### src/rtl/keypad_hex_entry.sv
// Keypad scanner and hex-digit entry: scans a 4x4 active-low matrix, debounces one key at a time, shifts accepted digits into a 32-bit value.
// Latency: a key is accepted DEBOUNCE_CNT row samples after first detection, plus 2 synchroniser cycles; the pulse lasts one cycle.
// Backpressure: none; the scan free-runs and oDigitValid is a fire-and-forget pulse.
//
// Ports:
//   clk, rst       clock; synchronous active-high reset
//   iCol[3:0]      keypad columns, active-low, asynchronous (synchronised internally)
//   iClear         synchronous clear of oValue
//   oRow[3:0]      row drive, active-low, one-hot-low
//   oValue[31:0]   entered hex value, newest digit in [3:0]
//   oDigit[3:0]    code of last accepted key
//   oDigitValid    one-cycle pulse per accepted key
//
// Build option: define KEYPAD_DEBOUNCE_EN to require DEBOUNCE_CNT stable samples
// on press and release. Without it a key is accepted on first detection and
// released on the first all-high sample; the debounce counter is not built.

module keypad_hex_entry #(
    parameter int SCAN_DIV     = 1000,
    parameter int DEBOUNCE_CNT = 8
) (
    input  logic        clk,
    input  logic        rst,
    input  logic [3:0]  iCol,
    input  logic        iClear,
    output logic [3:0]  oRow,
    output logic [31:0] oValue,
    output logic [3:0]  oDigit,
    output logic        oDigitValid
);

    localparam int SLOT_W = $clog2(SCAN_DIV);
    localparam logic [SLOT_W-1:0] SLOT_LAST = SLOT_W'(SCAN_DIV - 1);

    typedef enum logic [1:0] {
        SCAN     = 2'd0,
        DEBOUNCE = 2'd1,
        PRESSED  = 2'd2,
        RELEASE  = 2'd3
    } state_t;

    state_t            state, state_nx;
    logic [1:0]        row, row_nx;
    logic [3:0]        code, code_nx;
    logic [3:0]        col_meta, col_sync;
    logic [SLOT_W-1:0] slot_cnt;
    logic              slot_end;
    logic              any_low;
    logic [1:0]        low_col;

`ifdef KEYPAD_DEBOUNCE_EN
    localparam int DEB_W = $clog2(DEBOUNCE_CNT + 1);
    localparam logic [DEB_W-1:0] DEB_TARGET = DEB_W'(DEBOUNCE_CNT);
    logic [DEB_W-1:0] deb_cnt, deb_nx, deb_inc;
    assign deb_inc = deb_cnt + 1'b1;
`endif

    assign slot_end    = (slot_cnt == SLOT_LAST);
    assign oRow        = ~(4'b0001 << row);
    assign oDigitValid = (state == PRESSED);

    // Lowest-indexed low column wins when several keys share the driven row.
    always_comb begin
        any_low = ~&col_sync;
        low_col = 2'd0;
        if (!col_sync[0])      low_col = 2'd0;
        else if (!col_sync[1]) low_col = 2'd1;
        else if (!col_sync[2]) low_col = 2'd2;
        else if (!col_sync[3]) low_col = 2'd3;
    end

    // Next-state logic. The row index only advances when the FSM returns to
    // (or stays in) SCAN; while a key is being tracked the row is frozen.
    always_comb begin
        state_nx = state;
        row_nx   = row;
        code_nx  = code;
`ifdef KEYPAD_DEBOUNCE_EN
        deb_nx   = deb_cnt;
`endif
        case (state)
            SCAN: begin
                if (slot_end) begin
                    if (any_low) begin
                        code_nx  = {row, low_col};
`ifdef KEYPAD_DEBOUNCE_EN
                        deb_nx   = '0;
                        state_nx = DEBOUNCE;
`else
                        state_nx = PRESSED;
`endif
                    end else begin
                        row_nx = row + 2'd1;
                    end
                end
            end
`ifdef KEYPAD_DEBOUNCE_EN
            DEBOUNCE: begin
                if (slot_end) begin
                    if (any_low && (low_col == code[1:0])) begin
                        deb_nx = deb_inc;
                        if (deb_inc == DEB_TARGET) state_nx = PRESSED;
                    end else begin
                        state_nx = SCAN;
                        row_nx   = row + 2'd1;
                    end
                end
            end
`endif
            PRESSED: begin
                state_nx = RELEASE;
`ifdef KEYPAD_DEBOUNCE_EN
                deb_nx   = '0;
`endif
            end
            RELEASE: begin
                if (slot_end) begin
`ifdef KEYPAD_DEBOUNCE_EN
                    if (!any_low) begin
                        deb_nx = deb_inc;
                        if (deb_inc == DEB_TARGET) begin
                            state_nx = SCAN;
                            row_nx   = row + 2'd1;
                        end
                    end else begin
                        deb_nx = '0;
                    end
`else
                    if (!any_low) begin
                        state_nx = SCAN;
                        row_nx   = row + 2'd1;
                    end
`endif
                end
            end
            default: state_nx = SCAN;
        endcase
    end

    // FSM and scan registers.
    always_ff @(posedge clk) begin
        if (rst) begin
            state    <= SCAN;
            row      <= 2'd0;
            code     <= 4'h0;
            col_meta <= 4'hF;
            col_sync <= 4'hF;
            slot_cnt <= '0;
`ifdef KEYPAD_DEBOUNCE_EN
            deb_cnt  <= '0;
`endif
        end else begin
            state    <= state_nx;
            row      <= row_nx;
            code     <= code_nx;
            col_meta <= iCol;
            col_sync <= col_meta;
            slot_cnt <= slot_end ? '0 : slot_cnt + 1'b1;
`ifdef KEYPAD_DEBOUNCE_EN
            deb_cnt  <= deb_nx;
`endif
        end
    end

    // Output registers. oDigit is loaded on entry to PRESSED so it is valid
    // alongside the pulse; oValue shifts on the edge that leaves PRESSED.
    always_ff @(posedge clk) begin
        if (rst) begin
            oDigit <= 4'h0;
            oValue <= 32'h0;
        end else begin
            if (state_nx == PRESSED) oDigit <= code_nx;
            if (state == PRESSED)
                oValue <= iClear ? {28'h0, code} : {oValue[27:0], code};
            else if (iClear)
                oValue <= 32'h0;
        end
    end

endmodule
### config.mk
export PLATFORM = sky130hd
export DESIGN_NAME = keypad_hex_entry
export DESIGN_NICKNAME = d
export VERILOG_FILES = /design/src/rtl/keypad_hex_entry.sv
export SDC_FILE = /design/constraint.sdc
export NUM_CORES = 1
export LEC_CHECK = 0
export BUFFER_PORTS_ARGS = -buffer_cell sky130_fd_sc_hd__buf_2
export CAP_MARGIN = 20
export CORE_ASPECT_RATIO = 0.75
export CORE_MARGIN = 2
export CORE_UTILIZATION = 54
export DETAILED_ROUTE_END_ITERATION = 6
export PLACE_DENSITY = 0.8
export SYNTH_ARGS = -nofsm -noshare
export SYNTH_HDL_FRONTEND = slang
export SYNTH_SLANG_ARGS = --single-unit
### constraint.sdc
create_clock -name clk -period 2.5 [get_ports clk]
set_input_delay 0.5 -clock clk [delete_from_list [all_inputs] [get_ports clk]]
set_output_delay 0.5 -clock clk [all_outputs]
set_load 0.005 [all_outputs]
# --- Word-level counts from Yosys, hierarchy flattened ---
# Index checks and enable logic that the tools add are counted.
totals:
  register_bits: 62
  latch_bits: 0
  mem_bits_rw: 0
  rom_bits: 0
  in_bits: 7
  out_inout_bits: 41
  wordCells: 37
  mem_count: 0
op_classes:
  add_sub_neg: 2
  mul: 0
  div: 0
  magnitude_cmp: 0
  eq_ne: 4
  shift: 1
  mux: 15
  bitwise_logic: 1
  reduce_logical: 6
op_table:
  columns: ["op", "count"]
  rows:
  - ["$mux W32", 3]
  - ["$mux W2", 8]
  - ["$mux W4", 3]
  - ["$add A10 B1 Y10 const B", 1]
  - ["$eq A10 B10 Y1 const B", 1]
  - ["$eq A2 B2 Y1 const B", 3]
  - ["$pmux W2 S3", 1]
  - ["$reduce_and A6 Y1", 1]
  - ["$not A4 Y4", 1]
  - ["$reduce_and A4 Y1", 1]
  - ["$reduce_or A2 Y1", 2]
  - ["$shl A1 B2 Y4 const A", 1]
  - ["$add A2 B1 Y2 const B", 1]
  - ["$logic_not A2 Y1", 1]
  - ["$reduce_bool A2 Y1", 1]

# --- Longest topological paths before layout ---
depth:
  ltp_word: 7
  ltp_mapped: 7
  ltp_nobuf: 7

# --- Worst setup path after synthesis ---
# No wires, ideal clock.
synth_path:
  kind: "register to register"
  startpoint: "reg state[1]"
  endpoint: "reg oDigit[0]"
  setup_time_ns: 0.121
  arrival_ns: 1.810
  required_time_ns: 2.379
  slack_ns: 0.570
  path_stages_with_launch: 8
  path_buffers: 0
  synth_period_minus_slack_ns: 1.930
  cell_sequence: "dfxtp_1 -> inv_1 -> ha_1 -> nand4_1 -> and4bb_4 -> a211oi_2 -> nor4_4 -> mux2_2"
synth_between:
  elab_chain_len: 4
  word_cells_on_any_way: 10
  cone_classes: "3 x eq/ne; 6 x mux; 1 x reduce/logical"
synth_lines:
  columns: ["item", "line", "rtl"]
  rows:
  - ["start: declaration", "42", "state_t state, state_nx;"]
  - ["start signal: assignment", "153", "state <= state_nx;"]
  - ["$mux W2 (on tied branches)", "129, 84", null]
  - ["$mux W2 (on tied branches)", "117, 83", null]
  - ["$pmux W2 S3", "81", "case (state)"]
  - ["$eq A2 B2 Y1", "172", "if (state_nx == PRESSED) oDigit <= code_nx;"]
  - ["end signal: assignment", "172", null]
  - ["end: declaration", "28", "output logic [3:0] oDigit,"]
# Several ways; a longest one is shown, not always the timed one.
# A chain may end at the register's enable or synchronous reset.

# --- Final worst setup path ---
layout_path:
  startpoint: "reg state[1]"
  endpoint: "reg oDigit[3]"
# The elaborated chain is that of the path after synthesis.

==> results_dict.tcl <==
set metrics [dict create \
    run_status "finished, final reports clean" \
    crit_fanout 6 \
    final_common_cell "dfxtp_1" \
    drive_above_1_share_pct 27.36 \
    setup_tns_ns 0 \
    antenna_cells 0 \
    worstMarginPinSlew_ns 0.5026 \
    grt_max_degree 29 \
    final_cell_mix "dfxtp_1 (62), nor2_1 (48), buf_2 (47)" \
    gr-total-overflow 0 \
    max-clock-path-buffers 2 \
    die_width_um 81.66 \
    grt_pass1_wl_mm 7.527 \
    portBuffers 47 \
    routed_wl_mm 4.364 \
    numCtsBuffers 9 \
    ant_nets 0 \
    report.final.slew_viol_count 0 \
    nNetsFinal 308 \
    initial_core_util_pct 55.33 \
    dp.cells 338 \
    drv_cap 0 \
    tritoncts "done" \
    yosysWarnings 0 \
    syn_inst 244 \
    cts_setup_buffers 0 \
    dp_hpwl_mm 3.015 \
    vias_per_cell 4.924 \
    syn_avg_cell_area_um2 10.01 \
    drtPass1Iterations 6 \
    die_h_um 62.24 \
    synth_cell_types 32 \
    finalHoldViolations 0 \
    clock-root-buffer "clkbuf_8" \
    ir_worst_vdd_uv 501.7 \
    power_mw 2.147 \
    pwr_density_cell_mw_per_mm2 726.9 \
    syn_nets 260 \
    arrival_ns 2.40 \
    hp-class "input port to register" \
    drt_iter0_drc 80 \
    ys_seq_area_share_pct 50.82 \
    period_needed_ns 2.178 \
    num_vias 1738 \
    area_growth_syn_to_layout_pct 20.95 \
    grt_pass1_vias 1636 \
    fillers 387 \
    cts_hold_buffers 0 \
    post_drt_wl_per_cell_um 12.36 \
    core_mm2 0.004414 \
    rsz0062_at_grt "false" \
    synth_area_mm2 0.002442 \
    finish.utilization_pct 66.92 \
    setup_violations 0 \
    htreeDepth 3 \
    antenna_found_initial 0 \
    clock_skew_ns 0.005116 \
    route.detailed.drc 0 \
    post_cts_resized 0 \
    gp_congestion 0.7895 \
    grt_use_total_pct 19.43 \
    max-slew-margin-rel_pct 66.49 \
    layout.cells.non_filler 353 \
    start_kind "register" \
    holdWs_ns 0.3481 \
    synth_seq_cells 62 \
    power.leakage_nw 1.235 \
    ios 48 \
    clkLatencyLatePin_ns 0.33 \
    cts_sinks 62 \
    endpoint_kind "register" \
    critPathKind "register to register" \
    finalCritPeriodShare_pct 87.11 \
    dieArea_mm2 0.005082 \
    fmax_ghz 0.4592 \
    rows 21 \
    worstPathRequired_ns 2.72 \
    path_clk_slew_ns 0.06 \
]
==> worst paths after layout <==
kind	from	to	slack [ns]	depth (start not counted)
worst max register to register	state[1]$_SDFF_PP0_	oDigit[3]$_SDFFE_PP0N_	0.32	7
worst max-delay path	state[1]$_SDFF_PP0_	oDigit[3]$_SDFFE_PP0N_	0.32	7
worst min register to register	col_meta[1]$_SDFF_PP1_	col_sync[1]$_SDFF_PP1_	0.41	1
worst min-delay path	iCol[2]	col_meta[2]$_SDFF_PP1_	0.35	2
==> critical path, stage by stage, from the launching register on <==
cell and delay, ns:
dfxtp_1 0.36, inv_1 0.11, ha_1 0.29, nand4_1 0.12, and4bb_4 0.38, a211oi_2 0.08
nor4_4 0.36, mux2_2 0.38
==> cell families after synthesis <==
group / count (synthesis) / synth area share (%)
muxes: 35 / 14.55
xor gates and xnor gates: 9 / 3.227
adders and majority gates: 9 / 4.611
AOI/OAI and AO/OA: 15 / 3.996
and+or+nand+nor: 90 / 18.95
DFF: 62 / 50.82
buffers and inverters: 24 / 3.842
==> power breakdown <==
group          leakage [nW]  switching (mW)  internal, mW
Combinational         0.614          0.0620        0.0423
Clock                 0.119           0.351         0.682
Sequential            0.502         0.00898          1.00
Total                  1.23           0.422          1.73
==> sequential cells by signal (all words and copies together) (netlist names) <==
name      count
code          4
col_meta      4
col_sync      4
oDigit        4
oValue       32
row           2
slot_cnt     10
state         2
==> layer usage <==
metal / global-route usage, % / routed length [um]
met2: 26.95 / 1908
met4: 6.458 / 44
met3: 9.157 / 225
met1: 26.61 / 2186
met5: 0 / 0
==> cell usage after synthesis (all sizes together) <==
library cell | n | share of area [%]
a211o | 1 | 0.36
a211oi | 2 | 0.82
a21oi | 6 | 1.2
a31oi | 2 | 0.51
a41oi | 1 | 0.36
and2 | 1 | 0.26
and3 | 4 | 1.0
and4 | 1 | 0.36
and4bb | 2 | 1.2
buf | 6 | 1.1
clkbuf | 6 | 0.92
dfxtp | 62 | 51
ha | 9 | 4.6
inv | 12 | 1.8
mux2 | 4 | 1.8
mux2i | 31 | 13
nand2 | 7 | 1.1
nand3 | 1 | 0.20
nand4 | 5 | 1.3
nor2 | 48 | 7.4
nor2b | 4 | 1.0
nor3 | 1 | 0.20
nor3b | 5 | 1.5
nor4 | 1 | 0.87
o21a | 1 | 0.31
o21ai | 2 | 0.41
or2 | 10 | 2.6
xnor2 | 5 | 1.8
xor2 | 4 | 1.4
==> final cells by class <==
cell class / instances / area [um^2] / share of cell area, %
inverter: 12 / 45.04 / 1.525
tap: 57 / 71.32 / 2.414
sequential: 62 / 1241 / 42.02
clock buffer: 11 / 141.4 / 4.786
clock inverter: 4 / 95.09 / 3.219
multi-input combinational: 158 / 1110 / 37.57
timing repair buffer: 49 / 250.2 / 8.471
==> stage by stage <==
step / area, um^2 / setup slack (ns)
after floorplan: 2442 / 0.5696
after global routing: 2954 / 0.1742
after global placement: 2718 / 0.4689
final: 2954 / 0.3221
after CTS: 2954 / 0.3141
after detailed placement: 2718 / 0.3391
Power figures use the tool's default switching activity.
